### config.mk
export PLATFORM = sky130hd
export DESIGN_NAME = cmd_exec_fsm_flat
export DESIGN_NICKNAME = d
export VERILOG_FILES = /design/src/rtl/gp_engine_pkg.sv /design/src/rtl/cmd_exec_fsm_if.sv /design/src/rtl/cmd_exec_fsm_delay_cnt.sv /design/src/rtl/cmd_exec_fsm.sv /design/src/flat_wrapper.sv
export SDC_FILE = /design/constraint.sdc
export NUM_CORES = 1
export LEC_CHECK = 0
export BUFFER_PORTS_ARGS = -buffer_cell sky130_fd_sc_hd__buf_2
export CAP_MARGIN = 20
export CORE_MARGIN = 5
export CORE_UTILIZATION = 40
export CTS_CLUSTER_DIAMETER = 40
export CTS_CLUSTER_SIZE = 25
export DETAILED_ROUTE_END_ITERATION = 16
export SYNTH_ARGS = -nofsm -noshare
export SYNTH_HDL_FRONTEND = slang
export SYNTH_HIERARCHICAL = 1
export SYNTH_SLANG_ARGS = --single-unit
### constraint.sdc
create_clock -name clk -period 5 [get_ports clk]
set_input_delay 0.5 -clock clk [delete_from_list [all_inputs] [get_ports clk]]
set_output_delay 0.5 -clock clk [all_outputs]
set_load 0.05 [all_outputs]
### src/rtl/gp_engine_pkg.sv
// Shared types for the GP-engine command executor: opcodes, FSM states and
// header field positions.
package gp_engine_pkg;

    typedef enum logic [1:0] {
        OP_END   = 2'b00,
        OP_WRITE = 2'b01,
        OP_READ  = 2'b10,
        OP_WAIT  = 2'b11
    } opcode_t;

    typedef enum logic [3:0] {
        IDLE,
        HDR_REQ,
        HDR_WAIT,
        OPD_REQ,
        OPD_WAIT,
        EXEC,
        RD_WAIT,
        DELAY,
        FINISH
    } state_t;

    localparam int OPC_MSB  = 31;
    localparam int OPC_LSB  = 30;
    localparam int ADDR_MSB = 29;

endpackage

### src/rtl/cmd_exec_fsm_if.sv
// Single-beat bus-master request channel driven by the command executor.
interface cmd_exec_fsm_if #(
    parameter int ADDR_WIDTH = 32,
    parameter int DATA_WIDTH = 32
);
    logic                  mst_o_valid;
    logic [ADDR_WIDTH-1:0] mst_o_addr;
    logic [DATA_WIDTH-1:0] mst_o_wr_data;
    logic                  mst_o_rd0_wr1;
    logic                  mst_i_ready;
    logic                  mst_i_rd_valid;
    logic [DATA_WIDTH-1:0] mst_i_rd_data;

    modport master (
        output mst_o_valid, mst_o_addr, mst_o_wr_data, mst_o_rd0_wr1,
        input  mst_i_ready, mst_i_rd_valid, mst_i_rd_data
    );

    modport slave (
        input  mst_o_valid, mst_o_addr, mst_o_wr_data, mst_o_rd0_wr1,
        output mst_i_ready, mst_i_rd_valid, mst_i_rd_data
    );
endinterface

### src/rtl/cmd_exec_fsm_delay_cnt.sv
// Loadable down-counter used by the WAIT command; holds at zero.
module cmd_delay_cnt #(
    parameter int WIDTH = 32
) (
    input  logic             clk,
    input  logic             rst,
    input  logic             load,
    input  logic             en,
    input  logic [WIDTH-1:0] load_val,
    output logic             zero
);
    logic [WIDTH-1:0] count;

    always_ff @(posedge clk or posedge rst) begin
        if (rst) begin
            count <= '0;
        end else if (load) begin
            count <= load_val;
        end else if (en && (count != '0)) begin
            count <= count - WIDTH'(1);
        end
    end

    assign zero = (count == '0);

endmodule

### src/rtl/cmd_exec_fsm.sv
// Command-buffer execution engine: fetches two-word commands and runs them as
// single-beat master transactions (WRITE/READ), timed pauses (WAIT) or END.
module cmd_exec_fsm
    import gp_engine_pkg::*;
#(
    parameter int CMD_WIDTH      = 32,
    parameter int CMD_DEPTH      = 256,
    parameter int BUF_ADDR_WIDTH = 8,
    parameter int ADDR_WIDTH     = 32,
    parameter int DATA_WIDTH     = 32
) (
    input  logic                      clk,
    input  logic                      rst,
    input  logic                      start,
    input  logic [BUF_ADDR_WIDTH-1:0] start_ptr,
    input  logic                      abort,
    output logic                      busy,
    output logic                      done,
    output logic                      err,
    output logic [DATA_WIDTH-1:0]     last_rd_data,
    output logic                      cmd_rd_en,
    output logic [ADDR_WIDTH-1:0]     cmd_addr,
    input  logic                      cmd_rd_valid,
    input  logic [CMD_WIDTH-1:0]      cmd_out,
    cmd_exec_fsm_if.master            mst
);
    state_t                    state;
    opcode_t                   hdr_op;
    logic [ADDR_MSB:0]         hdr_waddr;
    logic [BUF_ADDR_WIDTH-1:0] ptr;
    logic [BUF_ADDR_WIDTH-1:0] ptr_next;
    logic [BUF_ADDR_WIDTH-1:0] ptr_opd;
    logic                      ptr_last;
    logic                      step_done;
    logic                      cnt_load;
    logic                      cnt_en;
    logic                      cnt_zero;
    logic [31:0]               delay_val;
    logic [31:0]               cnt_load_val;
    logic [ADDR_WIDTH-1:0]     byte_addr;

    // Counter is loaded with operand-1 so that it reads zero on the last
    // DELAY cycle: N cycles for N >= 1, one cycle for N = 0.
    always_comb begin
        ptr_next     = ptr + BUF_ADDR_WIDTH'(2);
        ptr_opd      = ptr + BUF_ADDR_WIDTH'(1);
        ptr_last     = (ptr == BUF_ADDR_WIDTH'(CMD_DEPTH - 2));
        byte_addr    = ADDR_WIDTH'({hdr_waddr, 2'b00});
        delay_val    = 32'(cmd_out);
        cnt_load_val = (delay_val == '0) ? '0 : delay_val - 32'd1;
        cnt_load     = (state == OPD_WAIT) && cmd_rd_valid && (hdr_op == OP_WAIT);
        cnt_en       = (state == DELAY);
        step_done    = ((state == EXEC) && mst.mst_i_ready && (hdr_op == OP_WRITE))
                    || ((state == RD_WAIT) && mst.mst_i_rd_valid)
                    || ((state == DELAY) && cnt_zero);
    end

    cmd_delay_cnt #(.WIDTH(32)) u_delay_cnt (
        .clk      (clk),
        .rst      (rst),
        .load     (cnt_load),
        .en       (cnt_en),
        .load_val (cnt_load_val),
        .zero     (cnt_zero)
    );

    always_ff @(posedge clk or posedge rst) begin
        if (rst) begin
            state             <= IDLE;
            ptr               <= '0;
            hdr_op            <= OP_END;
            hdr_waddr         <= '0;
            busy              <= 1'b0;
            done              <= 1'b0;
            err               <= 1'b0;
            last_rd_data      <= '0;
            cmd_rd_en         <= 1'b0;
            cmd_addr          <= '0;
            mst.mst_o_valid   <= 1'b0;
            mst.mst_o_addr    <= '0;
            mst.mst_o_wr_data <= '0;
            mst.mst_o_rd0_wr1 <= 1'b0;
        end else begin
            done      <= 1'b0;
            cmd_rd_en <= 1'b0;
            if (abort && (state != IDLE) && (state != FINISH)) begin
                mst.mst_o_valid <= 1'b0;
                busy            <= 1'b0;
                done            <= 1'b0 | 1'b1;
                state           <= FINISH;
            end else if (step_done) begin
                mst.mst_o_valid <= 1'b0;
                if (state == RD_WAIT) begin
                    last_rd_data <= mst.mst_i_rd_data;
                end
                if (ptr_last) begin
                    err   <= 1'b1;
                    busy  <= 1'b0;
                    done  <= 1'b1;
                    state <= FINISH;
                end else begin
                    ptr       <= ptr_next;
                    cmd_addr  <= ADDR_WIDTH'(ptr_next);
                    cmd_rd_en <= 1'b1;
                    state     <= HDR_REQ;
                end
            end else begin
                case (state)
                    IDLE: begin
                        if (start && !abort) begin
                            ptr       <= start_ptr & ~BUF_ADDR_WIDTH'(1);
                            cmd_addr  <= ADDR_WIDTH'(start_ptr & ~BUF_ADDR_WIDTH'(1));
                            cmd_rd_en <= 1'b1;
                            err       <= 1'b0;
                            busy      <= 1'b1;
                            state     <= HDR_REQ;
                        end
                    end
                    HDR_REQ: state <= HDR_WAIT;
                    HDR_WAIT: begin
                        if (!cmd_rd_valid) begin
                            err   <= 1'b1;
                            busy  <= 1'b0;
                            done  <= 1'b1;
                            state <= FINISH;
                        end else begin
                            hdr_op    <= opcode_t'(cmd_out[OPC_MSB:OPC_LSB]);
                            hdr_waddr <= cmd_out[ADDR_MSB:0];
                            if (opcode_t'(cmd_out[OPC_MSB:OPC_LSB]) == OP_END) begin
                                busy  <= 1'b0;
                                done  <= 1'b1;
                                state <= FINISH;
                            end else begin
                                cmd_rd_en <= 1'b1;
                                cmd_addr  <= ADDR_WIDTH'(ptr_opd);
                                state     <= OPD_REQ;
                            end
                        end
                    end
                    OPD_REQ: state <= OPD_WAIT;
                    OPD_WAIT: begin
                        if (!cmd_rd_valid) begin
                            err   <= 1'b1;
                            busy  <= 1'b0;
                            done  <= 1'b1;
                            state <= FINISH;
                        end else if (hdr_op == OP_WAIT) begin
                            state <= DELAY;
                        end else begin
                            mst.mst_o_valid   <= 1'b1;
                            mst.mst_o_addr    <= byte_addr;
                            mst.mst_o_wr_data <= (hdr_op == OP_WRITE) ? DATA_WIDTH'(cmd_out) : '0;
                            mst.mst_o_rd0_wr1 <= (hdr_op == OP_WRITE);
                            state             <= EXEC;
                        end
                    end
                    EXEC: begin
                        if (mst.mst_i_ready) begin
                            mst.mst_o_valid <= 1'b0;
                            state           <= RD_WAIT;
                        end
                    end
                    RD_WAIT: state <= RD_WAIT;
                    DELAY:   state <= DELAY;
                    FINISH:  state <= IDLE;
                    default: state <= IDLE;
                endcase
            end
        end
    end

endmodule

### src/flat_wrapper.sv
// flat-port wrapper written by rule: the top's interface ports become plain ports
module cmd_exec_fsm_flat import gp_engine_pkg::*;
#(
    parameter int CMD_WIDTH      = 32,
    parameter int CMD_DEPTH      = 256,
    parameter int BUF_ADDR_WIDTH = 8,
    parameter int ADDR_WIDTH     = 32,
    parameter int DATA_WIDTH     = 32
)
  (clk, rst, start, start_ptr, abort, busy, done, err, last_rd_data, cmd_rd_en, cmd_addr, cmd_rd_valid, cmd_out, mst_mst_o_valid, mst_mst_o_addr, mst_mst_o_wr_data, mst_mst_o_rd0_wr1, mst_mst_i_ready, mst_mst_i_rd_valid, mst_mst_i_rd_data);
  cmd_exec_fsm_if #(.ADDR_WIDTH(ADDR_WIDTH), .DATA_WIDTH(DATA_WIDTH)) mst_i ();
  input  logic clk;
  input  logic rst;
  input  logic start;
  input  logic [BUF_ADDR_WIDTH-1:0] start_ptr;
  input  logic abort;
  output logic busy;
  output logic done;
  output logic err;
  output logic [DATA_WIDTH-1:0] last_rd_data;
  output logic cmd_rd_en;
  output logic [ADDR_WIDTH-1:0] cmd_addr;
  input  logic cmd_rd_valid;
  input  logic [CMD_WIDTH-1:0] cmd_out;
  output wire logic [$bits(mst_i.mst_o_valid)-1:0] mst_mst_o_valid;
  output wire logic [$bits(mst_i.mst_o_addr)-1:0] mst_mst_o_addr;
  output wire logic [$bits(mst_i.mst_o_wr_data)-1:0] mst_mst_o_wr_data;
  output wire logic [$bits(mst_i.mst_o_rd0_wr1)-1:0] mst_mst_o_rd0_wr1;
  input wire logic [$bits(mst_i.mst_i_ready)-1:0] mst_mst_i_ready;
  input wire logic [$bits(mst_i.mst_i_rd_valid)-1:0] mst_mst_i_rd_valid;
  input wire logic [$bits(mst_i.mst_i_rd_data)-1:0] mst_mst_i_rd_data;
  assign mst_mst_o_valid = mst_i.mst_o_valid;
  assign mst_mst_o_addr = mst_i.mst_o_addr;
  assign mst_mst_o_wr_data = mst_i.mst_o_wr_data;
  assign mst_mst_o_rd0_wr1 = mst_i.mst_o_rd0_wr1;
  assign mst_i.mst_i_ready = mst_mst_i_ready;
  assign mst_i.mst_i_rd_valid = mst_mst_i_rd_valid;
  assign mst_i.mst_i_rd_data = mst_mst_i_rd_data;
  cmd_exec_fsm #(.CMD_WIDTH(CMD_WIDTH), .CMD_DEPTH(CMD_DEPTH), .BUF_ADDR_WIDTH(BUF_ADDR_WIDTH), .ADDR_WIDTH(ADDR_WIDTH), .DATA_WIDTH(DATA_WIDTH)) u_core (.clk(clk), .rst(rst), .start(start), .start_ptr(start_ptr), .abort(abort), .busy(busy), .done(done), .err(err), .last_rd_data(last_rd_data), .cmd_rd_en(cmd_rd_en), .cmd_addr(cmd_addr), .cmd_rd_valid(cmd_rd_valid), .cmd_out(cmd_out), .mst(mst_i));
endmodule
==> summary.md <==
| Metric | Value |
|---|---|
| CP Capture Type | `flop` |
| Post-DRT Antenna Nets | `0` |
| Post-synthesis cell area | `9320 µm²` |
| Period utilization | `77.7%` |
| Via count of the first global-routing pass | `6854` |
| Via count | `7009` |
| Total Routing Usage GR | `about 18%` |
| Clock slew at reported path FFs | `80 ps` |
| Ranking of synthesized cells by area | `dfrtp_1 (49%), mux2_2 (13%), a22o_1 (3.0%)` |
| Cts hold-fix bufs | `0` |
| Clk root buf | `clkbuf_16` |
| Clock Latency Late Sink | `440 ps` |
| Final Max Tran Viols | `0` |
| Grt total ovfl | `0` |
| Worst vdd ir | `0.000320 V` |
| Post-CTS Setup Bufs | `0` |
| Worst Setup Slack, final | `1120 ps` |
| Main synth FF type | `dfrtp_1` |
| Sum Neg Setup Slack | `0 ps` |
| Final hold violations | `0` |
| Req. time, crit path | `5320 ps` |
| DRC Markers | `0` |
| Number of synthesized flops with an enable pin | `0` |
| Leakage dissipation | `5.20 nW` |
| Number of diodes | `0` |
| Fmax | `258 MHz` |
| Final instance area | `around 11000 µm²` |
| GP Congestion | `0.830` |
| Initial antenna violation count | `0` |
| Share of layout cells above drive strength 1 | `37.1%` |
| Worst EP arrival | `4200 ps` |
| Die width | `163 µm` |
| Routed wire per std cell | `18.2 µm` |
| Startpoint types | `flop` |
| Area leader, netlist | `dfrtp_1` |
| Worst path slowest cell | `nor3_1` |
| Critical path peak fanout | `22` |
| I/O Pins | `213` |
| First-pass GRT wire length | `between 30 and 40 mm` |
| Kind of critical path | `flop to flop` |
| RSZ-0062 raised after global routing | `no` |
| Buffers plus inverters on the worst setup path | `0` |
| Drt first pass iters | `5` |
| Post-Route WL | `24.1 mm` |
| Placement Cell Area | `a little over 10000 µm²` |
| Run status | `finished clean` |
| Worst stage delay on the critical path | `610 ps` |
| Netlist cell types | `80` |
| CTS Buffer Depth | `2` |
| Setup violators final | `0` |
| Gate Count Post-Synth | `831` |
| Pre-CTS WS | `1210 ps` |
| First DRT Iteration DRCs | `446` |
| Tightest hold margin | `46.1 ps` |
| Slew HR | `between 30% and 40%` |
| Sequential fraction of the synthesis area | `approximately half` |
| Ys Warns | `6` |
| Starting density of the core | `40.9%` |
| # resized after CTS | `0` |
| Worst slew pin tran | `between 900 and 1000 ps` |
| Cell Rows | `between 50 and 60` |
| Largest net degree at the start of global routing | `~110` |
| Top-area cell type share of the netlist area | `about half` |
| # port buffers | `185` |
| Pwr per Cell Area | `436 nW/µm²` |
| Die height | `roughly 160 µm` |
| Avg Synthesized Cell Area | `approximately 11 µm²` |
| Die area | `between 20000 and 30000 µm²` |
| H-tree depth | `4` |
| Asr flop ratio synth | `between 90% and 100%` |
| Hold crit path type | `input port to asynchronous set/reset pin` |
| # nets final | `approximately 1100` |
| Max Cap Viol | `0` |
| CP Cell Sequence | `nor4_2 -> nand4b_1 -> nor3_1 -> mux2i_1 -> o22a_1 -> o211a_1 -> nor2_2 -> mux2_2` |
| #FFs+latches synth | `183` |
| CTS buffer count | `17` |
| Core Box Area | `22800 µm²` |
| Via density | `5.30` |
| Clk_skew | `19.6 ps` |
| DP HPWL | `16.8 mm` |
| Register-to-register setup slack | `1120 ps` |
| CTS Sinks | `183` |
| CTS tree | `built` |
| Layout area overhead | `18.5%` |
| Final min period | `3880 ps` |
| Family with the most delay on the worst path | `simple AND/OR/NAND/NOR gates` |
[worst reg2reg max path: stages, from the launching register on]
cell      delay, ps
dfrtp_1         420
nor4_2          540
nand4b_1        410
nor3_1          610
mux2i_1         230
o22a_1          520
o211a_1         300
nor2_2          370
mux2_2          390
[per-stage QoR]
stage	power [mW]	util, %	std cells
2_1_floorplan	3.07	-	856
3_3_place_gp	3.39	45.5	1289
3_5_place_dp	3.41	45.5	1289
4_1_cts	4.87	48.3	1321
5_1_grt	5.07	48.5	1322
6_report	4.82	48.5	1322
[per-layer routing]
layer	up-vias	global-route usage [%]	part of all wire [%]
met5	-	0	0
met4	0	5.68	1.6
met3	27	4.18	5.8
met2	185	28.0	46
met1	3474	25.6	46
li1	3323	-	-
[area by class of cell]
| cell class | instances | area, µm² |
|---|---|---|
| fillers | 2071 | 11700 |
| inverters | 11 | 46.3 |
| flip-flops and latches | 183 | 4580 |
| clock inverters | 15 | 215 |
| multi-input cells | 587 | 4350 |
| well taps | 313 | 392 |
| clock buffers | 17 | 425 |
| repair buffers | 196 | 1030 |
[path summary, 6_finish.rpt]
| kind | endpoint | startpoint | cells after the start |
|---|---|---|---|
| max in group asynchronous | u_core/last_rd_data[25] | rst | 4 |
| min in group clk | u_core/last_rd_data[23] | mst_mst_i_rd_data[23] | 2 |
| worst max-delay path | u_core/cmd_addr[1] | u_core/u_delay_cnt/count[24] | 8 |
| worst min-delay path | u_core/ptr[5] | rst | 2 |
| worst max register to register | u_core/cmd_addr[1] | u_core/u_delay_cnt/count[24] | 8 |
| worst min register to register | u_core/mst.mst_o_rd0_wr1 | u_core/mst.mst_o_rd0_wr1 | 1 |
[report_power, final]
group / internal, mW / total (mW) / switching (mW)
Clock: 0.739 / 1.44 / 0.696
Sequential: 1.77 / 1.99 / 0.216
Combinational: 0.478 / 1.40 / 0.918
Total: 2.99 / 4.82 / 1.83
[logic make-up after synthesis]
kind of cell | count (synthesis) | synth area share (%)
and+or+nand+nor | 242 | 15.2
AOI/OAI and AO/OA | 158 | 12.1
other | 1 | 0.0402
muxes | 114 | 13.7
adders and majority gates | 4 | 0.537
xor gates and xnor gates | 43 | 4.04
DFF | 183 | 49.1
buffers and inverters | 86 | 5.28
[placed cells by master, fill, tap and decap left out, types with 4 or more instances in the layout]
| cell | Yosys | routed |
|---|---|---|
| buf_2 | 20 | 185 |
| dfrtp_1 | 183 | 183 |
| mux2_2 | 109 | 109 |
| nor2_1 | 62 | 61 |
| nand2_1 | 45 | 44 |
| o21ai_0 | 38 | 38 |
| a22o_1 | 32 | 32 |
| conb_1 | 1 | 26 |
| xnor2_1 | 24 | 24 |
| a31oi_1 | 20 | 20 |
| xor2_1 | 19 | 19 |
| nand3_1 | 18 | 18 |
| clkbuf_16 | 0 | 17 |
| a21oi_1 | 17 | 17 |
| nor3_1 | 16 | 16 |
| nor4_1 | 14 | 14 |
| or3_1 | 14 | 14 |
| buf_4 | 31 | 10 |
| inv_1 | 10 | 9 |
| or2_2 | 7 | 7 |
| nand4_1 | 7 | 7 |
| and3_1 | 6 | 6 |
| clkinv_8 | 0 | 5 |
| nand3b_1 | 5 | 5 |
| o31ai_1 | 5 | 5 |
| or4_1 | 5 | 5 |
| inv_8 | 0 | 4 |
| mux2i_1 | 4 | 4 |
| a21o_1 | 4 | 4 |
| nor4_2 | 4 | 4 |
| ha_1 | 4 | 4 |
[Yosys cell counts (4+ instances only)]
library cell	instances
dfrtp_1	183
mux2_2	109
nor2_1	62
nand2_1	45
o21ai_0	38
a22o_1	32
buf_4	31
xnor2_1	24
a31oi_1	20
buf_2	20
clkbuf_1	20
xor2_1	19
nand3_1	18
a21oi_1	17
nor3_1	16
nor4_1	14
or3_1	14
inv_1	10
nand4_1	7
or2_2	7
and3_1	6
nand3b_1	5
o31ai_1	5
or4_1	5
a21o_1	4
ha_1	4
mux2i_1	4
nor4_2	4
nor4b_2	4
[state kept, by name (all words and copies together), names as in the netlist]
name	cells
u_core/last_rd_data	32
u_core/mst.mst_o_wr_data	32
u_core/u_delay_cnt/count	32
u_core/hdr_waddr	30
u_core/mst.mst_o_addr	30
u_core/cmd_addr	8
u_core/ptr	7
u_core/state	4
u_core/hdr_op	2
u_core/busy	1
u_core/cmd_rd_en	1
u_core/done	1
u_core/err	1
u_core/mst.mst_o_rd0_wr1	1
u_core/mst.mst_o_valid	1
No activity file was read; power rests on OpenSTA's default activity.
